[src/rtl/alu_arbiter_pkg.sv]
// Shared ALU definitions: datapath width, opcode encodings and slot FSM states.
// Imported by the shared ALU and by the two-requester arbiter around it.
package alu_arbiter_pkg;
    localparam int W = 64;

    localparam logic [3:0] OP_AND = 4'b0000;
    localparam logic [3:0] OP_OR  = 4'b0001;
    localparam logic [3:0] OP_ADD = 4'b0010;
    localparam logic [3:0] OP_SUB = 4'b0110;
    localparam logic [3:0] OP_SLT = 4'b0111;
    localparam logic [3:0] OP_NOR = 4'b1100;

    typedef enum logic {EMPTY = 1'b0, FULL = 1'b1} slot_state_t;

    function automatic logic op_legal(input logic [3:0] op);
        case (op)
            OP_AND, OP_OR, OP_ADD, OP_SUB, OP_SLT, OP_NOR: op_legal = 1'b1;
            default:                                       op_legal = 1'b0;
        endcase
    endfunction
endpackage

[src/rtl/alu_arbiter_alu.sv]
// Combinational 64-bit ALU: op[3] inverts A, op[2] negates B (invert plus carry-in),
// op[1:0] selects AND/OR/ADD/SLT. Overflow is reported for the adder path only.
module alu_arbiter_alu
    import alu_arbiter_pkg::*;
(
    input  logic [W-1:0] a,
    input  logic [W-1:0] b,
    input  logic [3:0]   op,
    output logic [W-1:0] result,
    output logic         ovf,
    output logic         zero
);
    logic [W-1:0] a_in;
    logic [W-1:0] b_in;
    logic [W:0]   sum;
    logic         add_ovf;

    always_comb begin
        a_in    = op[3] ? ~a : a;
        b_in    = op[2] ? ~b : b;
        sum     = {1'b0, a_in} + {1'b0, b_in} + {{W{1'b0}}, op[2]};
        // carry into the MSB recovered from the MSB sum bit, compared with carry-out
        add_ovf = (a_in[W-1] ^ b_in[W-1] ^ sum[W-1]) ^ sum[W];
        result  = '0;
        ovf     = 1'b0;
        case (op[1:0])
            2'b00: result = a_in & b_in;
            2'b01: result = a_in | b_in;
            2'b10: begin
                result = sum[W-1:0];
                ovf    = add_ovf;
            end
            default: result = {{(W-1){1'b0}}, sum[W-1] ^ add_ovf};
        endcase
        zero = (result == '0);
    end
endmodule

[src/rtl/alu_arbiter.sv]
// Two requesters share one ALU through a round-robin grant and a one-entry result slot.
// Handshakes: a transfer happens on a rising edge where valid and ready are both high.
module alu_arbiter
    import alu_arbiter_pkg::*;
#(
    parameter bit CHECK_OP = 1'b1
) (
    input  logic         clk,
    input  logic         rst_n,
    input  logic         req0_valid,
    output logic         req0_ready,
    input  logic [W-1:0] req0_a,
    input  logic [W-1:0] req0_b,
    input  logic [3:0]   req0_op,
    input  logic         req1_valid,
    output logic         req1_ready,
    input  logic [W-1:0] req1_a,
    input  logic [W-1:0] req1_b,
    input  logic [3:0]   req1_op,
    output logic         rsp0_valid,
    input  logic         rsp0_ready,
    output logic         rsp1_valid,
    input  logic         rsp1_ready,
    output logic [W-1:0] rsp_result,
    output logic         rsp_ovf,
    output logic         rsp_zero,
    output logic         rsp_err,
    output slot_state_t  dbg_state
);
    slot_state_t  state, state_n;
    logic         owner, owner_n;
    logic         ptr, ptr_n;
    logic [W-1:0] res_q, res_n;
    logic         ovf_q, ovf_n, zero_q, zero_n, err_q, err_n;

    logic         grant0, grant1, owner_done, slot_free, accept, sel, legal;
    logic [W-1:0] alu_a, alu_b, alu_res;
    logic [3:0]   alu_op;
    logic         alu_ovf, alu_zero;

    alu_arbiter_alu u_alu (
        .a      (alu_a),
        .b      (alu_b),
        .op     (alu_op),
        .result (alu_res),
        .ovf    (alu_ovf),
        .zero   (alu_zero)
    );

    always_comb begin
        grant0     = req0_valid && (!req1_valid || !ptr);
        grant1     = req1_valid && (!req0_valid || ptr);
        owner_done = (state == FULL) && (owner ? rsp1_ready : rsp0_ready);
        slot_free  = (state == EMPTY) || owner_done;
        req0_ready = rst_n && slot_free && grant0;
        req1_ready = rst_n && slot_free && grant1;
        accept     = req0_ready || req1_ready;
        sel        = grant1;
        alu_a      = sel ? req1_a  : req0_a;
        alu_b      = sel ? req1_b  : req0_b;
        alu_op     = sel ? req1_op : req0_op;
        legal      = !CHECK_OP || op_legal(alu_op);

        state_n = state;
        owner_n = owner;
        ptr_n   = ptr;
        res_n   = res_q;
        ovf_n   = ovf_q;
        zero_n  = zero_q;
        err_n   = err_q;
        if (accept) begin
            state_n = FULL;
            owner_n = sel;
            ptr_n   = !sel;
            // an illegal opcode is answered with a zeroed result and only the error flag
            res_n   = legal ? alu_res : '0;
            ovf_n   = legal && alu_ovf;
            zero_n  = legal && alu_zero;
            err_n   = !legal;
        end else if (owner_done) begin
            state_n = EMPTY;
            res_n   = '0;
            ovf_n   = 1'b0;
            zero_n  = 1'b0;
            err_n   = 1'b0;
        end
    end

    always_ff @(posedge clk or negedge rst_n) begin
        if (!rst_n) begin
            state  <= EMPTY;
            owner  <= 1'b0;
            ptr    <= 1'b0;
            res_q  <= '0;
            ovf_q  <= 1'b0;
            zero_q <= 1'b0;
            err_q  <= 1'b0;
        end else begin
            state  <= state_n;
            owner  <= owner_n;
            ptr    <= ptr_n;
            res_q  <= res_n;
            ovf_q  <= ovf_n;
            zero_q <= zero_n;
            err_q  <= err_n;
        end
    end

    assign rsp0_valid = (state == FULL) && !owner;
    assign rsp1_valid = (state == FULL) && owner;
    assign rsp_result = res_q;
    assign rsp_ovf    = ovf_q;
    assign rsp_zero   = zero_q;
    assign rsp_err    = err_q;
    assign dbg_state  = state;
endmodule

[config.mk]
export PLATFORM = sky130hd
export DESIGN_NAME = alu_arbiter
export DESIGN_NICKNAME = d
export VERILOG_FILES = /design/src/rtl/alu_arbiter_pkg.sv /design/src/rtl/alu_arbiter_alu.sv /design/src/rtl/alu_arbiter.sv
export SDC_FILE = /design/constraint.sdc
export NUM_CORES = 1
export LEC_CHECK = 0
export BUFFER_PORTS_ARGS = -buffer_cell sky130_fd_sc_hd__buf_4
export CORE_MARGIN = 1.5
export CORE_UTILIZATION = 45
export CTS_CLUSTER_SIZE = 12
export DETAILED_ROUTE_END_ITERATION = 12
export PLACE_DENSITY = 0.83
export RECOVER_POWER = 25
export REMOVE_ABC_BUFFERS = 1
export SKIP_CTS_REPAIR_TIMING = 1
export SLEW_MARGIN = 25
export SYNTH_ARGS = -nofsm -noshare
export SYNTH_HDL_FRONTEND = slang
export SYNTH_SLANG_ARGS = --single-unit
[constraint.sdc]
create_clock -name clk -period 4.7 [get_ports clk]
set_input_delay 0.235 -clock clk [delete_from_list [all_inputs] [get_ports clk]]
set_output_delay 0.235 -clock clk [all_outputs]
set_load 0.005 [all_outputs]
==> results of run 1 <==
## worst max-delay path, delay by kind of cell, from the launching register on
kind	cells	cell delay (ns)
AND/OR/NAND/NOR	7	1.59
AO/OA/AOI/OAI	7	1.38
buffers and inverters	7	1.04
flip-flops	1	0.40
adder cells (fa/ha/maj)	1	0.39
XOR/XNOR	1	0.19
## per-stage QoR
step                      total power (uW)  worst slack [ns]  TNS (ns)  utilization [%]
after detailed placement              9810            -0.716     -1.51             65.9
after floorplan                       5430             -3.91   -200.26                -
after CTS                            10600            -0.764     -1.79             66.9
after global routing                 12500            -0.476     -1.38             72.0
final                                11900            -0.413    -0.489             72.0
after global placement                9710            -0.765     -1.07             65.9
## area by class of cell
class,instances,area [um^2]
fill,2206,7820
clock buffer,9,225
multi-input combinational,1384,11000
clock inverter,7,61.3
tap,378,473
sequential,70,1750
inverter,149,559
timing repair buffer,770,6070
## kinds of logic (layout without fill, tap and decap cells)
| group | Yosys count | after routing | synth area share (%) |
|---|---|---|---|
| XOR/XNOR | 164 | 164 | 11.2 |
| adder cells (fa/ha/maj) | 129 | 129 | 12.6 |
| flip-flops | 70 | 70 | 13.6 |
| AND/OR/NAND/NOR | 465 | 465 | 17.9 |
| multiplexers | 147 | 147 | 11.5 |
| buffers and inverters | 261 | 935 | 8.14 |
| AO/OA/AOI/OAI | 479 | 479 | 25.0 |
## cell usage after synthesis (24+ instances only)
library cell / n
ha_1: 128
inv_1: 148
mux2i_1: 143
xor2_1: 142
nand2_1: 169
nand4_1: 44
clkbuf_1: 48
nand3_1: 26
a22o_1: 28
nor3_1: 36
nor2_1: 90
buf_1: 24
buf_2: 36
a21oi_1: 118
o21ai_0: 117
dfrtp_1: 70
## final timing paths
path	start	end	slack, ns
max	ptr	rsp_zero	-0.41
min	rsp1_ready	dbg_state	0.24
max reg2reg	ptr	rsp_zero	-0.41
min reg2reg	rsp_result[39]	rsp_result[39]	0.49
max in group asynchronous	rst_n	rsp_result[0]	1.93
min in group asynchronous	rst_n	rsp_result[4]	1.21
## placed cells by master (no fill, tap or decap), drive strengths merged, types with 19 or more instances in the layout
master	netlist	layout
a22o	28	28
a21oi	122	122
inv	149	154
ha	128	128
buf	63	737
nand3	26	26
xor2	142	142
o21ai	124	124
clkbuf	49	41
o21bai	19	19
nand4	44	44
nor3	38	38
xnor2	22	22
nand2	169	169
dfrtp	70	70
a211oi	23	23
mux2i	143	143
nor2	91	91
## flip-flops by register name, indices dropped and copies added (netlist names)
name        count
ptr             1
owner           1
rsp_ovf         1
dbg_state       1
rsp_result     64
rsp_zero        1
rsp_err         1
## routing by layer
metal  vias to the layer above  global-route usage [%]  part of all wire (%)
li1                       7468                       -                     -
met1                      7821                    48.2                    40
met2                       906                    63.3                    46
met3                       157                    8.38                   9.3
met4                         0                    19.0                   4.4
met5                         -                       0                     0
## power by group
part | switching [uW] | internal [uW]
clock | 376 | 371
combinational | 5500 | 4750
sequential | 112 | 756
==> qor.csv, run 1 <==
metric;value;unit
cts_max_level;3;
gr-total-overflow;0;
yosysUniqueCellTypes;90;
start_util;46.0;%
stdcell_area;20100;um^2
reg2reg_depth;23;
hold_path.class;input port to register;
drv_cap;1;
io-pin-count;342;
cts_buffer_depth;2;
num_vias;16400;
port_buffers;341;
ant_nets;0;
synthCells;1715;
first_global_vias;16000;
drt_first_pass_iters;5;
seq_area_frac_synth;13.6;%
dp_hpwl;47.4;mm
violations;max-capacitance violations, max-slew violations, negative setup slack;
cts_tree;built;
max_freq;0.196;GHz
cp_max_fo;11;
grt_max_degree;46;
drc;0;
grt_usage;38.8;%
yosys_warnings;0;
critical_path_arrival;5.38;ns
first_iter_violations;1628;
worst_slew_pin_slew;1.91;ns
gp_congestion;1.00;
via_per_inst;5.91;
start_kind;register;
area_growth_syn_to_layout;56.7;%
rows;61;
slowest_delay;0.54;ns
end_kind;register;
place_area;18400;um^2
fp.dieArea;29600;um^2
postRouteWirelength;60.9;mm
die_width;172;um
hold_ws;0.243;ns
clk_transition_reported_paths;0.07;ns
finalSetupViolCount;2;
yosys.area.top_type;dfrtp_1;
wire_per_inst;22.0;um
numCtsBuffers;9;
clock-sinks;70;
die_y;172;um
ys_ff_latch;70;
period_minus_slack;5.11;ns
netlist_top_cells_area;dfrtp_1 14%, ha_1 12%, mux2i_1 11%, xor2_1 9.7%, nand2_1 4.9%;
final.setup_skew;0.0196;ns
path_cells;nand2b_4 > a21oi_2 > buf_4 > a21oi_4 > buf_12 > clkbuf_16 > xor2_1 > ha_1 > buf_4 > buf_4 > nand4_1 > o211ai_1 > a22oi_1 > buf_4 > nand2_1 > o2111a_2 > nor3_4 > buf_4 > and4b_1 > or4_4 > a2111oi_2 > nand4_1 > o31ai_2;
synthArstFlopShare;100;%
dp_cells;2699;
p_leak;0.0101;uW
p_per_area;589;nW/um^2
yosys.area.top_type_share;13.6;%
clk_latency;0.37;ns
core;27900;um^2
grt_antenna_before_repair;0;
cts-root-buf;clkbuf_16;
slew_headroom;-27.2;%
netlist_area;12800;um^2
final_max_slew_viol_count;27;
hold_violations;0;
yosys_most_used_dff;dfrtp_1;
syn_avg_cell_area;7.49;um^2
required;4.97;ns
synth-edff-count;0;
ir_drop;276;uV
num_antenna_cells;0;
nNetsFinal;2783;
cp_common_cell;buf_4;
status;complete, but fails checks;
cp_slowest_cell;or4_4;
fin_crit_sh;109;%
grt_pass1_wl;87.1;mm
rsz0062_at_grt;yes;
layout-drive-gt1-share;39.1;%
criticalPathCategory;register to register;
hold_depth;4;
finalWorstSetupSlack;-0.413;ns
final_cells;2767;
No activity file was read; power rests on OpenSTA's default activity.
==> run 2, diff against run 1 <==
--- a/config.mk
+++ b/config.mk
@@ -8,2 +8,3 @@
 export BUFFER_PORTS_ARGS = -buffer_cell sky130_fd_sc_hd__buf_4
+export CORE_ASPECT_RATIO = 0.5
 export CORE_MARGIN = 1.5
--- a/constraint.sdc
+++ b/constraint.sdc
@@ -3,2 +3,2 @@
 set_output_delay 0.235 -clock clk [all_outputs]
-set_load 0.005 [all_outputs]
+set_load 0.05 [all_outputs]
==> qor.csv, run 2 (synthesis gave the netlist of run 1 again) <==
metric;value;unit;change
fp.dieArea;29600;um^2;+0.21%
violations;negative setup slack;;
postRouteWirelength;62.0;mm;+1.8%
rows;43;;-30%
required;4.98;ns;about the same
hold_end;dbg_state;;
final_max_slew_viol_count;0;;-100%
gr-total-overflow;0;;unchanged
reg2reg_depth;23;;unchanged
cts-root-buf;clkbuf_16;;
finalSetupViolCount;3;;+1
max_freq;0.188;GHz;-4.1%
fin_crit_sh;113;%;+4.7 points
p_leak;0.0103;uW;+1.2%
dp_cells;2786;;+3.2%
clock-sinks;70;;unchanged
hold_violations;0;;unchanged
rr_startpoint;ptr;;
min-delay-start;rsp0_ready;;
critical_path_arrival;5.61;ns;+0.23 ns
path_cells;nand2b_4 > buf_4 > a21oi_2 > buf_4 > a21oi_4 > buf_12 > buf_4 > xor2_4 > ha_4 > buf_4 > o211ai_1 > a221oi_4 > buf_4 > nor2_2 > o211ai_1 > xor2_1 > a221oi_1 > buf_4 > o211ai_1 > or4_4 > nor4_4 > nand4_1 > o31ai_2;;
slew_headroom;12.4;%;+40 points
clk_latency;0.38;ns;about the same
nNetsFinal;2838;;+2.0%
p_per_area;621;nW/um^2;+5.4%
num_vias;16800;;+2.7%
status;complete, but fails checks;;
grt_max_degree;52;;+13%
slowest_delay;0.58;ns;+0.04 ns
first_global_vias;15800;;-1.7%
cp_max_fo;5;;-6
grt_pass1_wl;89.1;mm;+2.4%
end_kind;register;;
hold_depth;4;;unchanged
gp_congestion;1.04;;+4.1%
io-pin-count;342;;unchanged
finalWorstSetupSlack;-0.633;ns;-0.220 ns
die_y;122;um;-29%
clk_transition_reported_paths;0.07;ns;about the same
dp_hpwl;49.1;mm;+3.6%
numCtsBuffers;9;;unchanged
final.setup_skew;0.0107;ns;-0.00890 ns
rsz0062_at_grt;yes;;
cts_buffer_depth;2;;unchanged
period_minus_slack;5.33;ns;+0.220 ns
grt_antenna_before_repair;1;;+1
r2r_setup_slack;-0.63;ns;-0.22 ns
start_util;46.1;%;+0.11 points
die_width;242;um;+41%
cts_tree;built;;
drc;0;;unchanged
final_util;72.1;%;about the same
via_per_inst;5.94;;+0.56%
drt_first_pass_iters;6;;+1
wire_per_inst;21.9;um;-0.28%
cts_max_level;3;;unchanged
num_antenna_cells;0;;unchanged
port_buffers;341;;unchanged
area_growth_syn_to_layout;56.4;%;
first_iter_violations;1994;;+22%
ant_nets;0;;unchanged
reg2reg_to;rsp_zero;;
core;27900;um^2;-0.23%
cp_slowest_cell;or4_4;;
final_cell_mix;774 x buf_4, 166 x nand2_1, 148 x inv_1;;
worst_slew_pin_slew;1.31;ns;-0.595 ns
final_cells;2826;;+2.1%
start_kind;register;;
layout-drive-gt1-share;39.0;%;-0.10 points
largest_reg_flops;64;;unchanged
ir_drop;306;uV;+11%
p_total;12500;uW;+5.2%
drv_cap;0;;-1
criticalPathCategory;register to register;;
grt_usage;39.1;%;+0.30 points
layout_commonest_cell;buf_4;;
cp_common_cell;buf_4;;
hold_path.class;input port to register;;
-- run 2: changes by cell type in the layout (fill, tap and decap cells not counted), moves of 6 or more --
cell,delta
a211oi_2,+6
clkbuf_1,+23
buf_12,-8
buf_4,+62
mux2i_2,-14
mux2i_1,+16
clkbuf_4,-17
a21oi_2,+6
-- run 2: worst max-delay path by stage --
stage | from | end | slack, ns | depth (start not counted)
5_1_grt | ptr | rsp_zero | -0.64 | 24
4_1_cts | ptr | rsp_zero | -0.74 | 18
3_3_place_gp | ptr | rsp_zero | -0.57 | 18
6_report | ptr | rsp_zero | -0.63 | 23
2_1_floorplan | ptr | rsp_zero | -3.91 | 16
3_5_place_dp | ptr | rsp_zero | -0.72 | 19
-- run 2: power by group --
part,switching [uW],internal (uW)
clock network,339,362
logic,6110,4800
registers,105,757
-- run 2: area by class of cell --
cell class / instances / area, um^2
clock inverter: 6 / 46.3
fill: 2223 / 7780
tap: 382 / 478
sequential: 70 / 1750
inverter: 149 / 559
timing repair buffer: 825 / 6250
multi-input combinational: 1384 / 10800
clock buffer: 10 / 229
-- run 2: stage by stage --
step                hold WS [ns]  area [um^2]  worst slack (ns)  TNS (ns)
floorplan                -0.0606        12400             -3.91   -200.26
global placement           0.283        19000            -0.568    -0.889
detailed placement         0.282        19000            -0.717     -1.73
CTS                       -0.113        19200            -0.744     -2.07
global route               0.230        20100            -0.645     -1.54
finish                     0.187        20100            -0.633    -0.661
-- run 2: per-layer routing --
layer	GRT usage (%)	routed length, um
met1	54.4	26500
met2	60.5	26600
met3	8.97	7110
met4	10.9	1770
met5	0	0
-- run 2: worst max-delay path, delay by kind of cell, from the launching register on --
kind / cells / cell delay (ns)
xor+xnor: 2 / 0.37
simple gates: 5 / 1.47
flops: 1 / 0.41
fa+ha+maj: 1 / 0.31
compound gates: 8 / 1.60
buf+inv: 7 / 1.06
